--- config.mk ---
export PLATFORM = sky130hd
export DESIGN_NAME = arduino_cmd_rx
export DESIGN_NICKNAME = d
export VERILOG_FILES = /design/src/rtl/arduino_cmd_pkg.sv /design/src/rtl/arduino_cmd_rx_fifo.sv /design/src/rtl/arduino_cmd_rx.sv
export SDC_FILE = /design/constraint.sdc
export NUM_CORES = 1
export LEC_CHECK = 0
export ABC_CLOCK_PERIOD_IN_PS = 3300
export CORE_MARGIN = 2
export CORE_UTILIZATION = 30
export CTS_BUF_LIST = sky130_fd_sc_hd__clkbuf_4 sky130_fd_sc_hd__clkbuf_8
export DETAILED_ROUTE_END_ITERATION = 6
export GPL_ROUTABILITY_DRIVEN = 0
export PLACE_DENSITY_LB_ADDON = 0.25
export REMOVE_ABC_BUFFERS = 1
export SETUP_SLACK_MARGIN = 0.05
export SKIP_LAST_GASP = 1
export SLEW_MARGIN = 30
export SYNTH_ARGS = -nofsm -noshare
export SYNTH_HDL_FRONTEND = slang
export SYNTH_SLANG_ARGS = --single-unit
--- constraint.sdc ---
create_clock -name clk -period 3.3 [get_ports clk]
set_input_delay 0.33 -clock clk [delete_from_list [all_inputs] [get_ports clk]]
set_output_delay 0.33 -clock clk [all_outputs]
set_load 0.05 [all_outputs]
--- src/rtl/arduino_cmd_pkg.sv ---
// arduino_cmd_pkg: shared opcodes, widths, command record and FSM state types.
package arduino_cmd_pkg;
  localparam int ADDR_W = 11;
  localparam int COLOR_W = 6;
  localparam logic [1:0] OP_NOP = 2'b00;
  localparam logic [1:0] OP_WRITE = 2'b01;
  localparam logic [1:0] OP_FILL = 2'b10;
  localparam logic [1:0] OP_RSVD = 2'b11;
  typedef struct packed {
    logic [1:0] op;
    logic [ADDR_W-1:0] addr;
    logic [COLOR_W-1:0] color;
  } cmd_t;
  typedef enum logic [1:0] {BYTE0, BYTE1, BYTE2} pstate_t;
  typedef enum logic [1:0] {D_IDLE, D_WRITE, D_FILL} dstate_t;
endpackage

--- src/rtl/arduino_cmd_rx_fifo.sv ---
// cmd_fifo: synchronous FIFO of command records; pointers carry an extra wrap bit.
module cmd_fifo import arduino_cmd_pkg::*; #(
  parameter int DEPTH = 4
) (
  input  logic clk,
  input  logic rst,
  input  logic push,
  input  cmd_t din,
  input  logic pop,
  output cmd_t dout,
  output logic full,
  output logic empty
);
  localparam int AW = $clog2(DEPTH);
  cmd_t mem_q [DEPTH];
  logic [AW:0] wp_q, wp_d, rp_q, rp_d;
  logic do_push, do_pop;
  assign empty = wp_q == rp_q;
  assign full = (wp_q ^ rp_q) == {1'b1, {AW{1'b0}}};
  assign dout = mem_q[rp_q[AW-1:0]];
  always_comb begin
    do_push = push & ~full;
    do_pop = pop & ~empty;
    wp_d = do_push ? wp_q + 1'b1 : wp_q;
    rp_d = do_pop ? rp_q + 1'b1 : rp_q;
  end
  always_ff @(posedge clk) begin
    if (rst) begin
      wp_q <= '0;
      rp_q <= '0;
    end else begin
      wp_q <= wp_d;
      rp_q <= rp_d;
    end
  end
  always_ff @(posedge clk) begin
    if (do_push) mem_q[wp_q[AW-1:0]] <= din;
  end
endmodule

--- src/rtl/arduino_cmd_rx.sv ---
// arduino_cmd_rx: parses 3-byte strobed Arduino packets, queues them and drains them
// as single writes or full-memory fills over a valid/ready port.
module arduino_cmd_rx #(
  parameter int FIFO_DEPTH = 4,
  parameter int ADDR_W = 11,
  parameter int COLOR_W = 6
) (
  input  logic clk,
  input  logic rst,
  input  logic [7:0] bus_data,
  input  logic bus_strobe,
  input  logic bus_sync,
  output logic wr_valid,
  input  logic wr_ready,
  output logic [ADDR_W-1:0] wr_addr,
  output logic [COLOR_W-1:0] wr_color,
  output logic busy,
  output logic overflow
);
  import arduino_cmd_pkg::*;
  logic [2:0] stb_q;
  logic [1:0] rsy_q;
  pstate_t pst_q, pst_d;
  dstate_t dst_q, dst_d;
  logic [7:0] b0_q, b0_d, b1_q, b1_d;
  logic ovf_q, ovf_d, valid_q, valid_d;
  logic [ADDR_W-1:0] addr_q, addr_d;
  logic [COLOR_W-1:0] color_q, color_d;
  logic resync, stb_edge, live, push, pop, full, empty, hs;
  cmd_t din, dout;
  assign resync = rsy_q[1];
  assign stb_edge = stb_q[1] & ~stb_q[2] & ~resync;
  assign din = {b0_q[7:6], b0_q[2:0], b1_q, bus_data[5:0]};
  assign live = din.op == OP_WRITE || din.op == OP_FILL;
  assign hs = valid_q & wr_ready;
  assign pop = dst_q == D_IDLE && !empty;
  assign wr_valid = valid_q;
  assign wr_addr = addr_q;
  assign wr_color = color_q;
  assign overflow = ovf_q;
  assign busy = !empty || dst_q != D_IDLE;
  cmd_fifo #(.DEPTH(FIFO_DEPTH)) u_fifo (
    .clk(clk), .rst(rst), .push(push), .din(din), .pop(pop),
    .dout(dout), .full(full), .empty(empty)
  );
  always_comb begin
    pst_d = pst_q;
    b0_d = b0_q;
    b1_d = b1_q;
    ovf_d = ovf_q;
    push = 1'b0;
    if (resync) pst_d = BYTE0;
    else if (stb_edge) begin
      case (pst_q)
        BYTE0: begin b0_d = bus_data; pst_d = BYTE1; end
        BYTE1: begin b1_d = bus_data; pst_d = BYTE2; end
        default: begin
          push = live & ~full;
          ovf_d = ovf_q | (live & full);
          pst_d = BYTE0;
        end
      endcase
    end
  end
  always_comb begin
    dst_d = dst_q;
    valid_d = valid_q;
    addr_d = addr_q;
    color_d = color_q;
    case (dst_q)
      D_IDLE: if (!empty) begin
        dst_d = dout.op == OP_FILL ? D_FILL : D_WRITE;
        valid_d = 1'b1;
        addr_d = dout.op == OP_FILL ? '0 : dout.addr;
        color_d = dout.color;
      end
      D_WRITE: if (hs) begin
        dst_d = D_IDLE;
        valid_d = 1'b0;
      end
      default: if (hs) begin
        dst_d = &addr_q ? D_IDLE : D_FILL;
        valid_d = ~&addr_q;
        addr_d = &addr_q ? addr_q : addr_q + 1'b1;
      end
    endcase
  end
  always_ff @(posedge clk) begin
    if (rst) begin
      stb_q <= '0;
      rsy_q <= '0;
      pst_q <= BYTE0;
      dst_q <= D_IDLE;
      b0_q <= '0;
      b1_q <= '0;
      ovf_q <= 1'b0;
      valid_q <= 1'b0;
      addr_q <= '0;
      color_q <= '0;
    end else begin
      stb_q <= {stb_q[1:0], bus_strobe};
      rsy_q <= {rsy_q[0], bus_sync};
      pst_q <= pst_d;
      dst_q <= dst_d;
      b0_q <= b0_d;
      b1_q <= b1_d;
      ovf_q <= ovf_d;
      valid_q <= valid_d;
      addr_q <= addr_d;
      color_q <= color_d;
    end
  end
endmodule

==> Word-level counts from Yosys, hierarchy flattened <==
Memories as Yosys holds them, arrays and structs flattened. A register that Yosys moved wholly into a read port is not among the register bits.
Index checks and enable logic that the tools add are counted.
{ "classes": {"addsub": 3, "eq_ne": 10, "mux": 23, "n_bitwise": 15, "n_reduce_logical": 18} }
{ "ops": {"columns": ["operator", "n"], "rows": [
  ["two-way mux 11 bit", 4],
  ["one-hot mux 11 bit (2 select lines)", 1],
  ["two-way mux 2 bit", 7],
  ["AND reduction 3 bit", 4],
  ["adder 11 x 1 -> 11 bit, second input constant", 1],
  ["AND reduction 11 bit", 1],
  ["two-way mux 1 bit", 8],
  ["one-hot mux 2 bit (2 select lines)", 2],
  ["bitwise AND 1 bit", 7],
  ["adder 3 x 1 -> 3 bit, second input constant", 2],
  ["== test 2 x 1 -> 1 bit, second input constant", 3],
  ["!= test 2 bit, second input constant", 3],
  ["NOT 1 bit", 6],
  ["== test 2 bit, second input constant", 2],
  ["zero test 2 bit", 2],
  ["AND reduction 4 bit", 1],
  ["nonzero test 2 bit", 2],
  ["OR reduction 2 bit", 2],
  ["== test 3 bit", 1],
  ["== test 3 bit, second input constant", 1],
  ["bitwise XOR 3 bit", 1],
  ["zero test 1 bit", 2],
  ["logical OR 1 bit", 2],
  ["one-hot mux 1 bit (2 select lines)", 1],
  ["other kinds (3)", 3]
]} }
{ "totals": {"reg_bits": 50, "ramBits": 76, "inputBits": 13, "out_inout_bits": 20, "word_cells": 82, "n_memories": 1} }
{ "memory_table": {"columns": ["name", "depth", "word_bits", "read_ports", "rd_clocked_by_memory_dff", "write_ports", "line_no", "source"], "rows": [
  ["u_fifo.mem_q", 4, 19, 1, 1, 1, "arduino_cmd_rx_fifo.sv:15", "cmd_t mem_q [DEPTH];"]
]} }

==> Longest topological paths before layout <==
Gate-level depths: netlist of the first run.
{ "logic_depth": {"ltp_word": 10, "ltp_mapped": 6, "depth_no_buf": 5} }

==> Modules after synthesis <==
From an unflattened synthesis of the first run, not the netlist that was laid out.
{ "hier_totals": {"cells_unflattened": 373, "hier_area_um2": 5152.4} }
{ "modules_own_cells": {"columns": ["module", "instances", "cells_per_inst", "area_per_inst_um2", "seq_area_each_um2"], "rows": [
  ["cmd_fifo", 1, 167, 3313.2, 2442.3],
  ["arduino_cmd_rx", 1, 206, 1839.3, 820.8]
]} }

==> Worst setup path after synthesis of the first run <==
Ideal clock, no wire load.
{ "synth_timing": {"path_type": "reg2reg", "startpoint": "reg addr_q[0] (netlist: wr_addr[0])", "endpoint": "reg valid_q (netlist: wr_valid)", "setup_time_ns": 0.115, "arrival_ns": 2.157, "required_time_ns": 3.185, "setup_slack_ns": 1.028, "stages_incl_launch_ff": 7, "n_path_buf": 1, "synth_period_minus_slack_ns": 2.272, "cell_sequence": "dfxtp_1 -> ha_1 -> nand3_1 -> or4_4 -> and3_4 -> buf_6 -> o21a_1"} }
{ "synth_between": {"elab_chain_len": 4} }
{ "synth_lines": {"columns": ["element", "line_no", "source"], "rows": [
  ["start: declaration", "arduino_cmd_rx.sv:27", "logic [ADDR_W-1:0] addr_q, addr_d;"],
  ["start signal: assignment", "arduino_cmd_rx.sv:109", "addr_q <= addr_d;"],
  ["AND reduction 11 bit", "arduino_cmd_rx.sv:83", "valid_d = ~&addr_q;"],
  ["zero test 1 bit", "arduino_cmd_rx.sv:83", null],
  ["two-way mux 1 bit", "arduino_cmd_rx.sv:81", "default: if (hs) begin"],
  ["one-hot mux 1 bit (2 select lines)", "arduino_cmd_rx.sv:70", "case (dst_q)"],
  ["end signal: assignment", "arduino_cmd_rx.sv:108", "valid_q <= valid_d;"],
  ["end: declaration", "arduino_cmd_rx.sv:26", "logic ovf_q, ovf_d, valid_q, valid_d;"]
]} }
Every way passes these cells. The select of a mux whose other input is x is not followed.
A chain may end at the register's enable or synchronous reset.

==> Worst setup path in the final report of the first run <==
{ "layout_timing": {"startpoint": "reg u_fifo.wp_q[0]", "endpoint": "out busy"} }
{ "layout_between": {"elab_chain_len": 3} }
{ "layout_lines": {"columns": ["element", "line_no", "source"], "rows": [
  ["start: declaration", "arduino_cmd_rx_fifo.sv:16", "logic [AW:0] wp_q, wp_d, rp_q, rp_d;"],
  ["start signal: assignment", "arduino_cmd_rx_fifo.sv:32", "wp_q <= wp_d;"],
  ["== test 3 bit", "arduino_cmd_rx_fifo.sv:18", "assign empty = wp_q == rp_q;"],
  ["zero test 1 bit", null, null],
  ["logical OR 1 bit", "arduino_cmd_rx.sv:41", "assign busy = !empty || dst_q != D_IDLE;"],
  ["end: declaration", "arduino_cmd_rx.sv:17", "output logic busy,"]
]} }
Every way passes these cells.

==> flow_summary_export.csv, run 1 <==
group,metric,value,unit
sta,period_share,0.764,
final_layout,drive_above_1_share,0.179,
sta,fin_tns_setup,0,ns
final_layout,design_area,0.00604,mm2
power,finalPower,4.09,mW
logic_synthesis,yosysWarnings,0,
route,drtIter0Drc,241,
hold_path,min_path_type,"primary input to flip-flop",
sta,hold_viol_final,0,
critical_path,arrival,2.19,ns
floorplanning,core_area,0.0166,mm2
sta,max_slew_margin,0.475,
power,p_sw_frac,0.311,
sta,post-route-min-period,2.52,ns
status,outcome,"complete, no violations",
logic_synthesis,seq_area_frac_synth,0.643,
route,drt-total-wl,10.4,mm
floorplanning,die-height,134,um
critical_path,r2r-start,"wr_addr[0]",
placed_design,dp_slack,1.06,ns
route,vias,3024,
global_routing,grt_pass1_vias,2966,
logic_synthesis,synth_top_area_frac,0.449,
logic_synthesis,ys_ff_latch,125,
power,power_density,677,mW/mm2
logic_synthesis,async_flop_share,0,
placed_design,detailed_place.area,0.00566,mm2
global_routing,grt_use_total,0.122,
sta,worst_pin_slew,0.782,ns
floorplanning,die_w,134,um
critical_path,critPathRequiredTime,2.97,ns
floorplanning,die_area,0.0180,mm2
clocking,clkLatencyLatePin,0.42,ns
logic_synthesis,yosysMostFrequentCell,"edfxtp_1",
logic_synthesis,avgSynthCellArea,14.4,um2
placed_design,port_buffers,32,
final_layout,multi_input_area,0.00170,mm2
power,clock_power_share,0.310,
power,power.internal,2.82,mW
clocking,clockRootBuffer,"clkbuf_8",
power,p_seq_frac,0.440,
logic_synthesis,yosysTopAreaCell,"edfxtp_1",
logic_synthesis,synthFlopType,"edfxtp_1",
critical_path,critPathBufInv,1,
hold_path,holdCritStartpoint,"rst",
logic_synthesis,syn_inst,352,
floorplanning,rows,47,
final_layout,syn2layout_area_growth,18.9,%
logic_synthesis,ys_types,50,
clocking,cts.sinks,125,
sta,finalWorstSetupSlack,0.778,ns
clocking,ctsResizeCount,0,
route,via_per_inst,4.82,
sta,fmax,0.397,GHz
final_layout,regArea,0.00326,mm2
sta,rsz0062_at_grt,"no",
critical_path,slowest_delay,0.74,ns
critical_path,worstPathMaxFanout,6,
logic_synthesis,synth_area,0.00508,mm2
critical_path,slowest_stage,"clkdlybuf4s50_1",
placed_design,post-dp-hpwl,6.54,mm
logic_synthesis,yosys-top-cells-count,"edfxtp_1 (76), dfxtp_1 (49), nor2_1 (29)",
route,dr.pass1.iters,4,
sta,finalMaxSlewViolations,0,
sta,whs,0.426,ns
floorplanning,start_util,0.306,
clocking,htreeDepth,4,
logic_synthesis,synthTopCellsByArea,"edfxtp_1 (45%), dfxtp_1 (19%), mux4_2 (7.5%), mux2i_1 (3.9%), nor2_1 (2.1%)",
final_layout,n_antenna_cell,0,
clocking,ctsHoldBuffers,0,
route,antenna_left,0,
sta,clock_skew,0.00906,ns
power,power_leakage,2.04,nW
final_layout,final_nets,414,
flow_run,drv_cap,0,
power,power_switching,1.27,mW
floorplanning,ios,33,
critical_path,cp-end-kind,"primary output",
critical_path,crit_start,"u_fifo.wp_q[0]",
global_routing,grt_max_degree,34,
clocking,cts_tree,"done",
clocking,clk_pin_slew,0.07,ns
logic_synthesis,synth_edf_count,76,
final_layout,fillCellCount,1618,
power,peakVddDrop,308,uV
critical_path,cp_top_family,"buffers and inverters",
route,drc_errors,0,
global_routing,grt_overflow,0,
clocking,cts_inserted_buffers,17,
clocking,post_cts_buffers,0,
clocking,cts_buffer_depth,2,
power,combPwrFrac,0.249,
critical_path,critPathKind,"flip-flop to primary output",
global_routing,antenna_found_initial,0,
sta,setup_violations,0,
critical_path,start_kind,"flip-flop",
route,wl_per_cell,16.6,um
global_routing,grt_pass1_wl,16.4,mm
critical_path,crit_path_cell_trace,"xnor2_1 > nand4_1 > clkdlybuf4s50_1",
## cell families after synthesis
| logic type | count (synthesis) | synth area share |
|---|---|---|
| xor+xnor | 9 | 0.0155 |
| compound gates | 51 | 0.0796 |
| simple gates | 99 | 0.109 |
| buf+inv | 25 | 0.0232 |
| mux | 37 | 0.115 |
| fa+ha+maj | 6 | 0.0148 |
| flops | 125 | 0.643 |
## routing by layer
| layer | vias up | GRT usage | share of wire |
|---|---|---|---|
| met2 | 56 | 0.194 | 0.47 |
| li1 | 1445 | - | - |
| met3 | 9 | 0.0336 | 0.033 |
| met1 | 1514 | 0.159 | 0.48 |
| met5 | - | 0 | 0 |
| met4 | 0 | 0.0456 | 0.012 |
## layout by cell type (no fill, tap or decap), types with 3 or more instances in the layout
cell / count
clkinv_1: 4
buf_4: 10
xor2_1: 4
nor2b_1: 7
o21a_1: 5
a311oi_2: 7
dfxtp_1: 48
a31oi_1: 11
o21ai_0: 8
and2_1: 3
nor2_1: 29
a21oi_1: 6
nor3_1: 9
edfxtp_1: 76
inv_1: 7
xnor2_1: 5
clkbuf_8: 17
mux4_2: 17
nand2_1: 11
mux2i_1: 20
nand4_1: 5
nand3_1: 14
clkbuf_4: 3
ha_1: 6
clkdlybuf4s50_1: 31
## power groups by stage
stage | Clock [mW] | Combinational [mW] | Sequential, mW
3_3_place_gp | 0 | 1.02 | 1.83
6_report | 1.27 | 1.02 | 1.80
4_1_cts | 1.31 | 1.03 | 1.80
5_1_grt | 1.39 | 1.10 | 1.81
3_5_place_dp | 0 | 1.03 | 1.84
2_1_floorplan | 0 | 0.559 | 1.98
## worst reg2reg max path, stage by stage, from the launching register on
cell      delay [ns]
dfxtp_1         0.45
ha_1            0.27
nand3_1         0.24
or4_4           0.65
and3_4          0.25
a311oi_2        0.22
## through the flow
| stage | util | std cells |
|---|---|---|
| detailed placement | 0.341 | 596 |
| CTS | 0.364 | 628 |
| global placement | 0.341 | 596 |
| global route | 0.364 | 628 |
| floorplan | - | 334 |
| finish | 0.364 | 628 |
## layout make-up
| class | instances | area share |
|---|---|---|
| Inverter | 7 | 0.00435 |
| Multi-Input combinational cell | 202 | 0.282 |
| Tap cell | 220 | 0.0456 |
| Clock buffer | 20 | 0.0425 |
| Clock inverter | 12 | 0.0201 |
| Timing Repair Buffer | 42 | 0.0647 |
| Sequential cell | 125 | 0.541 |
## worst paths after layout
check        slack, ns         end  depth (start not counted)
max               0.78        busy                          3
min               0.43    dst_q[0]                          2
max reg2reg       1.13  wr_addr[1]                          5
min reg2reg       0.44    rsy_q[1]                          1
## flip-flops by register name (all words and copies together), names as in the netlist, 3 cells and up, named ones only
signal,flops
u_fifo.rp_q,3
stb_q,3
u_fifo.mem_q,76
b0_q,5
b1_q,8
wr_addr,11
wr_color,6
u_fifo.wp_q,3
Power figures use the tool's default switching activity.
==> run 2, diff against run 1 <==
ABC_CLOCK_PERIOD_IN_PS = 2360   (was 3300)
clock period = 2.36 ns   (was 3.3 ns; I/O delays follow)
==> flow_summary_export.csv, run 2 (synthesized netlist as in run 1, its figures left out) <==
group,metric,value,unit
critical_path,worst_r2r_endpoint,"wr_valid",
final_layout,syn2layout_area_growth,20.9,%
critical_path,crit_start,"wr_addr[0]",
final_layout,final_common_cell,"edfxtp_1",
global_routing,grt_overflow,0,
final_layout,n_antenna_cell,0,
clocking,cts_buffer_depth,2,
final_layout,largest_reg_flops,76,
hold_path,min_path_type,"primary input to flip-flop",
route,wl_per_cell,16.2,um
sta,whs,0.153,ns
placed_design,dp.cells,603,
hold_path,holdCritStartpoint,"rst",
floorplanning,start_util,0.306,
sta,hold_viol_final,0,
floorplanning,die_w,134,um
placed_design,port_buffers,32,
sta,fmax,0.473,GHz
clocking,clockRootBuffer,"clkbuf_8",
placed_design,post-dp-hpwl,6.70,mm
route,drc_errors,0,
sta,post-route-min-period,2.11,ns
power,peakVddDrop,422,uV
global_routing,antenna_found_initial,0,
clocking,cts_tree,"done",
critical_path,cp-end-kind,"flip-flop",
sta,setup_violations,0,
final_layout,design_area,0.00614,mm2
clocking,htreeDepth,4,
clocking,clkLatencyLatePin,0.44,ns
flow_run,drv_cap,0,
hold_path,holdPathEnd,"dst_q[0]",
floorplanning,rows,47,
placed_design,detailed_place.area,0.00576,mm2
clocking,ctsResizeCount,0,
clocking,cts.sinks,125,
floorplanning,ios,33,
route,dr.pass1.iters,4,
clocking,clk_pin_slew,0.07,ns
critical_path,r2r-start,"wr_addr[0]",
critical_path,worstPathMaxFanout,12,
final_layout,fin_cells,635,
global_routing,grt_max_degree,22,
sta,max_slew_margin,0.573,
critical_path,critPathKind,"flip-flop to flip-flop",
sta,worst_pin_slew,0.636,ns
sta,rsz0062_at_grt,"no",
clocking,ctsHoldBuffers,0,
route,antenna_left,0,
final_layout,final_nets,421,
global_routing,grt_pass1_vias,3069,
route,via_per_inst,4.80,
power,power_density,938,mW/mm2
floorplanning,core_area,0.0166,mm2
global_routing,grt_pass1_wl,16.2,mm
status,outcome,"complete, no violations",
sta,period_share,0.895,
global_routing,grt_use_total,0.121,
power,finalPower,5.76,mW
route,drtIter0Drc,166,
floorplanning,die_area,0.0180,mm2
route,drt-total-wl,10.3,mm
hold_path,hold_path_depth,2,
route,vias,3051,
critical_path,arrival,2.45,ns
critical_path,reg2reg_slack,0.25,ns
clocking,cts_inserted_buffers,17,
final_layout,final_cell_mix,"edfxtp_1 (76), dfxtp_1 (49), clkdlybuf4s50_1 (30)",
sta,finalMaxSlewViolations,0,
final_layout,drive_above_1_share,0.200,
critical_path,reg2reg_depth,5,
critical_path,critPathRequiredTime,2.69,ns
floorplanning,die-height,134,um
power,power_leakage,2.09,nW
critical_path,start_kind,"flip-flop",
sta,clock_skew,0.00931,ns
sta,fin_tns_setup,0,ns
clocking,post_cts_buffers,0,
-- run 2: cell count changes in the layout (fill, tap and decap cells not counted), sizes merged --
| cell | before | now |
|---|---|---|
| buf | 11 | 19 |
| clkinv | 7 | 3 |
| clkbuf | 20 | 23 |
| clkinvlp | 2 | 4 |
| bufinv | 2 | 1 |
| clkdlybuf4s50 | 31 | 30 |
-- run 2: worst max-delay path by stage --
stage / end / cells past startpoint
global route: wr_addr[6] / 5
global placement: wr_valid / 5
finish: wr_valid / 5
floorplan: wr_addr[1] / 4
CTS: wr_valid / 5
detailed placement: wr_valid / 5
-- run 2: per-stage QoR --
step           setup slack (ns)   util
2_1_floorplan           0.00889      -
3_3_place_gp              0.386  0.347
3_5_place_dp              0.308  0.347
4_1_cts                   0.291  0.370
5_1_grt                   0.167  0.370
6_report                  0.247  0.370
-- run 2: cell type report --
class / instances / area, um2
tap: 220 / 275
inverter: 7 / 26.3
fill: 1620 / 10400
multi-input combinational: 202 / 1700
clock inverter: 9 / 86.3
timing repair buffer: 49 / 490
clock buffer: 23 / 298
sequential: 125 / 3260
-- run 2: power breakdown --
group / internal, mW / switching, mW / leakage (nW)
Combinational: 0.622 / 0.888 / 0.797
Sequential: 2.39 / 0.0861 / 1.10
Clock: 0.949 / 0.822 / 0.186
Total: 3.96 / 1.80 / 2.09
-- run 2: critical path, cell delays in order (launching register included) --
cell     delay, ns
dfxtp_1       0.44
ha_1          0.27
nand3_1       0.24
or4_4         0.63
and3_4        0.25
o21a_1        0.19
-- run 2: routing by layer --
metal | part of all wire | GRT usage
met5 | 0 | 0
met4 | 0.019 | 0.0561
met3 | 0.037 | 0.0355
met2 | 0.46 | 0.190
met1 | 0.48 | 0.155
